**src/rtl/mips_pkg.sv**
```systemverilog
// mips_pkg: opcodes, functs, ALU op codes and control-word layout shared by the decode stage.
package mips_pkg;
    localparam logic [31:0] NOP = 32'h0;
    localparam logic [5:0] OP_RTYPE = 6'h00;
    localparam logic [5:0] OP_J     = 6'h02;
    localparam logic [5:0] OP_JAL   = 6'h03;
    localparam logic [5:0] OP_BEQ   = 6'h04;
    localparam logic [5:0] OP_BNE   = 6'h05;
    localparam logic [5:0] OP_ADDI  = 6'h08;
    localparam logic [5:0] OP_SLTI  = 6'h0A;
    localparam logic [5:0] OP_ANDI  = 6'h0C;
    localparam logic [5:0] OP_ORI   = 6'h0D;
    localparam logic [5:0] OP_LUI   = 6'h0F;
    localparam logic [5:0] OP_LW    = 6'h23;
    localparam logic [5:0] OP_SW    = 6'h2B;
    localparam logic [5:0] F_SLL = 6'h00;
    localparam logic [5:0] F_SRL = 6'h02;
    localparam logic [5:0] F_JR  = 6'h08;
    localparam logic [5:0] F_ADD = 6'h20;
    localparam logic [5:0] F_SUB = 6'h22;
    localparam logic [5:0] F_AND = 6'h24;
    localparam logic [5:0] F_OR  = 6'h25;
    localparam logic [5:0] F_SLT = 6'h2A;
    typedef enum logic [3:0] {
        ALU_NOP = 4'd0,
        ALU_ADD = 4'd1,
        ALU_SUB = 4'd2,
        ALU_AND = 4'd3,
        ALU_OR  = 4'd4,
        ALU_SLT = 4'd5,
        ALU_SLL = 4'd6,
        ALU_SRL = 4'd7,
        ALU_LUI = 4'd8
    } alu_op_e;
    localparam int CTRL_REG_WRITE  = 11;
    localparam int CTRL_MEM_READ   = 10;
    localparam int CTRL_MEM_WRITE  = 9;
    localparam int CTRL_MEM_TO_REG = 8;
    localparam int CTRL_ALU_SRC    = 7;
    localparam int CTRL_BEQ        = 6;
    localparam int CTRL_BNE        = 5;
    localparam int CTRL_JUMP       = 4;
    localparam int CTRL_JR         = 3;
    localparam int CTRL_LINK       = 2;
    localparam int CTRL_ILLEGAL    = 1;
    localparam int CTRL_VALID      = 0;
    localparam logic [11:0] C_RW  = 12'(1) << CTRL_REG_WRITE;
    localparam logic [11:0] C_MR  = 12'(1) << CTRL_MEM_READ;
    localparam logic [11:0] C_MW  = 12'(1) << CTRL_MEM_WRITE;
    localparam logic [11:0] C_MTR = 12'(1) << CTRL_MEM_TO_REG;
    localparam logic [11:0] C_AS  = 12'(1) << CTRL_ALU_SRC;
    localparam logic [11:0] C_BEQ = 12'(1) << CTRL_BEQ;
    localparam logic [11:0] C_BNE = 12'(1) << CTRL_BNE;
    localparam logic [11:0] C_J   = 12'(1) << CTRL_JUMP;
    localparam logic [11:0] C_JR  = 12'(1) << CTRL_JR;
    localparam logic [11:0] C_LK  = 12'(1) << CTRL_LINK;
    localparam logic [11:0] C_ILL = 12'(1) << CTRL_ILLEGAL;
    localparam logic [11:0] C_V   = 12'(1) << CTRL_VALID;
endpackage

```
**src/rtl/decode_stage_reg_file.sv**
```systemverilog
// reg_file: 2-read 1-write register file, r0 hardwired to zero, write-back bypassed onto reads.
module reg_file #(
    parameter int NREGS = 32,
    parameter int AW = $clog2(NREGS)
) (
    input  logic          clk,
    input  logic          rst,
    input  logic [AW-1:0] rs_addr,
    input  logic [AW-1:0] rt_addr,
    input  logic          wb_en,
    input  logic [AW-1:0] wb_addr,
    input  logic [31:0]   wb_data,
    output logic [31:0]   rs_data,
    output logic [31:0]   rt_data
);
    logic [31:0] regs [NREGS];
    always_ff @(posedge clk) begin
        if (rst)
            for (int i = 0; i < NREGS; i++) regs[i] <= '0;
        else if (wb_en && wb_addr != '0)
            regs[wb_addr] <= wb_data;
    end
    assign rs_data = (rs_addr == '0) ? '0 : (wb_en && wb_addr == rs_addr) ? wb_data : regs[rs_addr];
    assign rt_data = (rt_addr == '0) ? '0 : (wb_en && wb_addr == rt_addr) ? wb_data : regs[rt_addr];
endmodule

```
**src/rtl/decode_stage.sv**
```systemverilog
// decode_stage: reads operands, decodes control and targets, and registers them into the DEC->EX stage.
module decode_stage import mips_pkg::*; #(
    parameter int PC_W = 10,
    parameter int NREGS = 32
) (
    input  logic            clk,
    input  logic            rst,
    input  logic [31:0]     instructions,
    input  logic [PC_W-1:0] pc_FETCH,
    input  logic            stall_EX,
    input  logic [1:0]      pc_src_EX,
    input  logic            wb_en,
    input  logic [4:0]      wb_addr,
    input  logic [31:0]     wb_data,
    output logic [31:0]     rs_data_DEC,
    output logic [31:0]     rt_data_DEC,
    output logic [31:0]     imm_DEC,
    output logic [4:0]      rs_DEC,
    output logic [4:0]      rt_DEC,
    output logic [4:0]      rd_DEC,
    output logic [PC_W-1:0] branch_addr_DEC,
    output logic [PC_W-1:0] jtype_addr_DEC,
    output logic [PC_W-1:0] reg_addr_DEC,
    output logic [PC_W-1:0] pc_link_DEC,
    output logic [11:0]     ctrl_DEC,
    output logic [3:0]      alu_op_DEC
);
    localparam int W = 3 * 32 + 3 * 5 + 4 * PC_W + 12 + 4;
    logic [5:0] opcode, funct;
    logic [15:0] imm16;
    logic [4:0] rs, rt, rd;
    logic [31:0] rs_data, rt_data, imm;
    logic [11:0] ctrl, ctrl_out;
    alu_op_e alu_op, alu_out;
    logic legal;
    logic [W-1:0] d, q;
    assign opcode = instructions[31:26];
    assign funct = instructions[5:0];
    assign imm16 = instructions[15:0];
    assign rs = instructions[25:21];
    assign rt = instructions[20:16];
    reg_file #(.NREGS(NREGS)) u_reg_file (
        .clk(clk), .rst(rst), .rs_addr(rs), .rt_addr(rt),
        .wb_en(wb_en), .wb_addr(wb_addr), .wb_data(wb_data),
        .rs_data(rs_data), .rt_data(rt_data)
    );
    always_comb begin
        ctrl = '0;
        alu_op = ALU_NOP;
        legal = 1'b1;
        case (opcode)
            OP_RTYPE: case (funct)
                F_ADD: begin ctrl = C_RW; alu_op = ALU_ADD; end
                F_SUB: begin ctrl = C_RW; alu_op = ALU_SUB; end
                F_AND: begin ctrl = C_RW; alu_op = ALU_AND; end
                F_OR:  begin ctrl = C_RW; alu_op = ALU_OR;  end
                F_SLT: begin ctrl = C_RW; alu_op = ALU_SLT; end
                F_SLL: begin ctrl = C_RW; alu_op = ALU_SLL; end
                F_SRL: begin ctrl = C_RW; alu_op = ALU_SRL; end
                F_JR:  ctrl = C_JR;
                default: legal = 1'b0;
            endcase
            OP_ADDI: begin ctrl = C_RW | C_AS; alu_op = ALU_ADD; end
            OP_SLTI: begin ctrl = C_RW | C_AS; alu_op = ALU_SLT; end
            OP_ANDI: begin ctrl = C_RW | C_AS; alu_op = ALU_AND; end
            OP_ORI:  begin ctrl = C_RW | C_AS; alu_op = ALU_OR;  end
            OP_LUI:  begin ctrl = C_RW | C_AS; alu_op = ALU_LUI; end
            OP_LW:   begin ctrl = C_RW | C_MR | C_MTR | C_AS; alu_op = ALU_ADD; end
            OP_SW:   begin ctrl = C_MW | C_AS; alu_op = ALU_ADD; end
            OP_BEQ:  begin ctrl = C_BEQ; alu_op = ALU_SUB; end
            OP_BNE:  begin ctrl = C_BNE; alu_op = ALU_SUB; end
            OP_J:    ctrl = C_J;
            OP_JAL:  ctrl = C_RW | C_J | C_LK;
            default: legal = 1'b0;
        endcase
    end
    // Unsupported encodings still occupy a slot but must not cause any side effect downstream.
    assign ctrl_out = legal ? (ctrl | C_V) : (C_ILL | C_V);
    assign alu_out = legal ? alu_op : ALU_NOP;
    assign imm = (opcode == OP_LUI) ? {imm16, 16'h0}
               : (opcode == OP_ANDI || opcode == OP_ORI) ? {16'h0, imm16}
               : {{16{imm16[15]}}, imm16};
    assign rd = (opcode == OP_JAL) ? 5'd31 : (opcode == OP_RTYPE) ? instructions[15:11] : rt;
    assign d = (instructions == NOP) ? '0 : {rs_data, rt_data, imm, rs, rt, rd,
        PC_W'(pc_FETCH + instructions[PC_W-1:0]), instructions[PC_W-1:0],
        rs_data[PC_W-1:0], PC_W'(pc_FETCH - PC_W'(1)), ctrl_out, alu_out};
    always_ff @(posedge clk) begin
        if (rst || pc_src_EX != 2'b00)
            q <= '0;
        else if (!stall_EX)
            q <= d;
    end
    assign {rs_data_DEC, rt_data_DEC, imm_DEC, rs_DEC, rt_DEC, rd_DEC, branch_addr_DEC,
            jtype_addr_DEC, reg_addr_DEC, pc_link_DEC, ctrl_DEC, alu_op_DEC} = q;
endmodule
```
**config.mk**
```make
export PLATFORM = sky130hd
export DESIGN_NAME = decode_stage
export DESIGN_NICKNAME = d
export VERILOG_FILES = /design/src/rtl/mips_pkg.sv /design/src/rtl/decode_stage_reg_file.sv /design/src/rtl/decode_stage.sv
export SDC_FILE = /design/constraint.sdc
export NUM_CORES = 2
export LEC_CHECK = 0
export CAP_MARGIN = 40
export CORE_UTILIZATION = 44
export CTS_CLUSTER_DIAMETER = 80
export DETAILED_ROUTE_END_ITERATION = 12
export PLACE_DENSITY = 0.61
export SYNTH_ARGS = -nofsm -noshare
export SYNTH_HDL_FRONTEND = slang
export SYNTH_SLANG_ARGS = --single-unit
```
**constraint.sdc**
```tcl
create_clock -name clk -period 6.71 [get_ports clk]
set_clock_uncertainty 0.15 [all_clocks]
set_input_delay 1.342 -clock clk [delete_from_list [all_inputs] [get_ports clk]]
set_output_delay 1.342 -clock clk [all_outputs]
set_load 0.05 [all_outputs]
```
**Word-level counts from Yosys, hierarchy flattened**

Memories as Yosys holds them, arrays and structs flattened.
Cells that the tools add are included.

- Register bits after elaboration: 167
- Memories kept: 1
- Bits in writable memories: 1,024
- Output and inout port bits: 167

Memory list:

| memory | words | bits a word | rd ports | clocked after memory_dff | wr ports | line | source |
|---|---|---|---|---|---|---|---|
| u_reg_file.regs | 32 | 32 | 2 | 0 | 32 | decode_stage_reg_file.sv:16 | `logic [31:0] regs [NREGS];` |

- Reduce and logical (&&, ||, !) cells: 19
- Muxes and demuxes: 25
- Equality and inequality tests: 20
- Add/subtract/negate cells: 2

Operators with widths:

| kind | count |
|---|---|
| 32-bit two-way mux | 7 |
| 167-bit two-way mux | 1 |
| 12-bit case mux with 8 select lines | 1 |
| 6-bit == test, second input constant | 7 |
| 6-bit by 4-bit == test with 1-bit output, second input constant | 6 |
| 32-bit zero test | 1 |
| 32-bit OR reduction | 1 |
| 4-bit case mux with 7 select lines | 1 |
| 12-bit case mux with 2 select lines | 1 |
| 3-bit case mux with 7 select lines | 1 |
| 6-bit by 2-bit == test with 1-bit output, second input constant | 3 |
| 5-bit two-way mux | 3 |
| 6-bit by 3-bit == test with 1-bit output, second input constant | 2 |
| 6-bit zero test | 2 |
| 12-bit two-way mux | 1 |
| 11-bit OR reduction | 1 |
| 10-bit adder | 1 |
| 5-bit == test | 2 |
| 5-bit zero test | 2 |
| 10-bit by 1-bit subtractor with 10-bit output, second input constant | 1 |
| 8-bit OR reduction | 1 |
| 1-bit two-way mux | 7 |
| 7-bit OR reduction | 1 |
| 5-bit nonzero test | 1 |
| 8 further kinds | 11 |

**Longest topological paths before layout**

- Word-level depth: 7
- Depth in mapped cells: 10

**Hierarchy**

Synthesis repeated with hierarchy kept, for this count alone.

- Cell total of the unflattened synthesis: 4,605
- Area, all modules: 61,661.6 µm²

Modules (own cells, without submodules):

| module | cells each | seq. area each (µm²) | area each (µm²) | times used |
|---|---|---|---|---|
| reg_file | 3,802 | 30,749.5 | 55,061.6 | 1 |
| decode_stage | 803 | 3,123.0 | 6,600.1 | 1 |

**Worst setup path before layout**

No wires, ideal clock.

- Path type: input to register
- Start point: input wb_addr[2]
- End point: memory u_reg_file.regs[16][0], enable pin
- Arrival: 2.981 ns
- Required time: 6.230 ns
- Path slack: 3.250 ns
- Cell stages on the path: 7
- Path through: buf_2 > or3_1 > clkbuf_1 > nand4bb_1 > buf_2 > nor2_1 > or2_2

RTL lines:

| item | line | source |
|---|---|---|
| from (decl) | decode_stage.sv:13 | `input logic [4:0] wb_addr,` |
| to (decl) | decode_stage_reg_file.sv:16 |  |

==> results.md <==
* Post-CTS Setup Inserts at 0
* Peak VDD IR at approximately 180 µV
* Hold Startpoint: q[2]$_SDFFE_PP0N_
* Tcrit/Tclk final at 63.5%
* CTS Hold Bufs at 0
* Syn avg cell area at 13.9 µm²
* Flops & latches, synth at between 1k and 1.5k
* Clk slew on worst S/H paths at approximately 0.060 ns
* Critical-path cell list: clkdlybuf4s50_1 > or3_1 > nand4bb_1 > buf_4 > nor2_2 > buf_4 > or2_2 > buf_4
* Power Density at around 260 nW/µm²
* Clock power frac at about two fifths
* Inst Count DP at ~6k
* WP data arrival at 4.51 ns
* Slew HR at between 30% and 40%
* Crit Path Category: input pin to flop
* # rows at approximately 140
* Pre-antenna DRT Iters at 10
* Asr flop ratio synth at 0%
* First-pass GRT wire length at 306 mm
* Fill cells at ~12k
* Aggregate negative setup slack at 0 ns
* Initial core utilization at between 40 and 50%
* Pin count of the biggest net entering global routing at between 100 and 150
* Final Slew Violations at 0
* Number of global-route vias before repair at between 30k and 40k
* Avg Vias per Cell at 6.52
* Cell Area, Placed at roughly 66000 µm²
* Fmax at roughly 0.23 GHz
* Residual DRC count at 2
* Post-route core utilization at approximately 51%
* CP Launch Point: wb_addr[3]
* Tot Pwr at roughly 18 mW
* Synth warnings at 0
* Number of synthesized flops with an enable pin at roughly 1k
* Slew at the pin closest to its max-slew limit at 0.989 ns
* Finished Layout Cells at 6398
* CP most frequent cell: buf_4
* Number of port buffers at 251
* Cell Area, Synth at between 60000 and 70000 µm²
* Tmin final at about 4.3 ns
* Grt met1 use at between 40% and 50%
* Cell area after layout at 70100 µm²
* Worst Path Max Fanout at 32
* Dpl hpwl at 138 mm
* Met2 usage at 46.7%
* Max clock buf depth at 3
* Busiest grt layer: met2
* Core Region at between 100000 and 150000 µm²
* Crit-path leading delay family: buffers and inverters
* Clk sinks at roughly 1.2k
* Worst Setup Slack post-DPL at around 1.7 ns
* Outcome: complete, but fails checks
* Reg area at approximately 34000 µm²
* Skew-Pair Late Insertion Delay at approximately 0.79 ns
* Total grt overflow at 0
* Slowest cell on the critical path: clkdlybuf4s50_1
* CP Buf/Inv Count at 4
* CP Capture Type: flop
* H-tree Lvls at 4
* Worst hold margin at 0.306 ns
* Antenna violations before repair at 16
* Fraction of layout cells with a size suffix above 1 at around a fifth
* Post-Synthesis Cells at ~4.4k
* Seq/Total Area, Yosys at about 56%
* Post-layout nets at ~4.6k
* Largest area contributor in the netlist: edfxtp_1
* Horiz. Die Dim at around 370 µm
* TritonCTS clock tree: yes
* Clock root buffer: clkbuf_16
* RD Place Congestion at 0.906
* Static leakage at between 20 and 25 nW
* Setup violators final at 0
* CP required at slightly below 7 ns
* Crit start category: input pin
* Drt wl/cell at between 30 and 40 µm
* Switching Fraction at approximately 25%
* I/O pins at 252
* Pint at 13.6 mW
* Worst setup margin at 2.45 ns
* Area grow syn2layout at 15.0%
* Top cells by area, synth: edfxtp_1 50%, mux4_2 17%, and2_1 9.6%
* RR Startpoint: u_reg_file.regs[6][1]$_SDFFCE_PN0P_
* Failing checks: DRC
* Net Sw Power at 4.63 mW
* Die area at ~140000 µm²
* Footprint of the multi-input gates at roughly 25000 µm²
* Tot GR Track Use at a little under a third
* Distinct cells, synth at around 70
* Max_cap viols at 0
* Top cell type's share of synthesized area at roughly half
* DR vias at between 40k and 50k
* Grt met3 use at under 10%
* Seq pwr share at a little under half
* Final Hold Vio Count at 0
* Post-Route WL at ~220 mm
* Commonest register cell after synthesis: edfxtp_1
* Max stage delay on crit path at 0.89 ns
* First DRT Iteration DRCs at 6146
* Post-cts sizing count at 0
* Hold crit path type: flop to flop
* Post-route ant nets at 0
* Gate power share at 11.6%
* Total CTS buffers at 135
* RSZ-0062 raised after global routing: no
* Die Ht at roughly 370 µm
==> path summary, 6_finish.rpt <==
kind	to	slack (ns)	cells past startpoint
min	q[2]$_SDFFE_PP0N_	0.31	2
max reg2reg	q[136]$_SDFFE_PP0N_	4.26	6
max	u_reg_file.regs[12][24]$_SDFFCE_PN0P_	2.45	8
min reg2reg	q[2]$_SDFFE_PP0N_	0.31	2
==> area by class of cell <==
| class | count | share of cell area (%) |
|---|---|---|
| flip-flops and latches | 1180 | 48.4 |
| multi-input cells | 2737 | 35.9 |
| repair buffers | 425 | 6.04 |
| clock buffers | 185 | 5.51 |
| well taps | 1794 | 3.20 |
| clock inverters | 60 | 0.911 |
| inverters | 12 | 0.0643 |
| diodes | 5 | 0.0179 |
==> worst reg2reg max path, delay by kind of cell, from the launching register on <==
kind,cells,cell delay [ns]
flops,1,0.42
simple gates,1,0.33
mux,1,0.28
compound gates,4,1.12
==> synth_stat cells (20+ instances only) <==
| cell | instances |
|---|---|
| or2_2 | 37 |
| dfxtp_1 | 156 |
| mux2i_1 | 132 |
| nor2b_1 | 39 |
| nand3_1 | 36 |
| and3_1 | 22 |
| mux2_2 | 37 |
| a21oi_1 | 74 |
| buf_2 | 67 |
| nand2_1 | 101 |
| clkbuf_1 | 322 |
| nor2_1 | 151 |
| and2_1 | 936 |
| a221oi_1 | 21 |
| a22oi_1 | 209 |
| edfxtp_1 | 1024 |
| mux4_2 | 454 |
| a211oi_1 | 31 |
| buf_4 | 50 |
| nor3_1 | 75 |
| o21ai_0 | 73 |
| o22ai_1 | 71 |
| buf_1 | 20 |
==> placed cells by master, fill, tap and decap left out, drive strengths merged, types with 31 or more instances in the layout <==
master and n:
buf 187, nand2 101, edfxtp 1024, conb 32, dfxtp 156, clkdlybuf4s50 235, nor2 152, or2 39
a21oi 74, nor3 77, nand3 36, mux2i 132, o22ai 71, and2 937, clkbuf 188, mux4 454
clkinv 39, o21ai 77, a22oi 210, a211oi 31, nor2b 39, mux2 37
==> routing by layer <==
layer,up-vias,share of wire (%)
met5,-,0.022
met4,8,4.8
met3,451,11
met2,2840,45
met1,21500,39
li1,16900,-
==> sequential cells by signal (all words and copies together), names as in the netlist <==
| name | cells |
|---|---|
| u_reg_file.regs | 1024 |
| q | 156 |
==> logic make-up (layout without fill, tap and decap cells) <==
kind of cell	Yosys count	after routing	synth area share, %
simple gates	1463	1463	13.9
flops	1180	1180	55.6
mux	623	623	19.6
compound gates	580	580	6.62
buf+inv	483	682	3.58
xor+xnor	28	28	0.403
fa+ha+maj	11	11	0.238
other cells	1	37	0.00616
==> power by group through the flow <==
stage               Clock, mW  Combinational, mW  Sequential (mW)
floorplan                   0               1.22             8.66
global placement            0               2.05             8.69
detailed placement          0               2.09             8.70
CTS                      7.65               2.10             8.55
global route             7.90               2.19             8.59
finish                   7.59               2.12             8.56
Note: power is estimated with default switching activity, not from simulation.
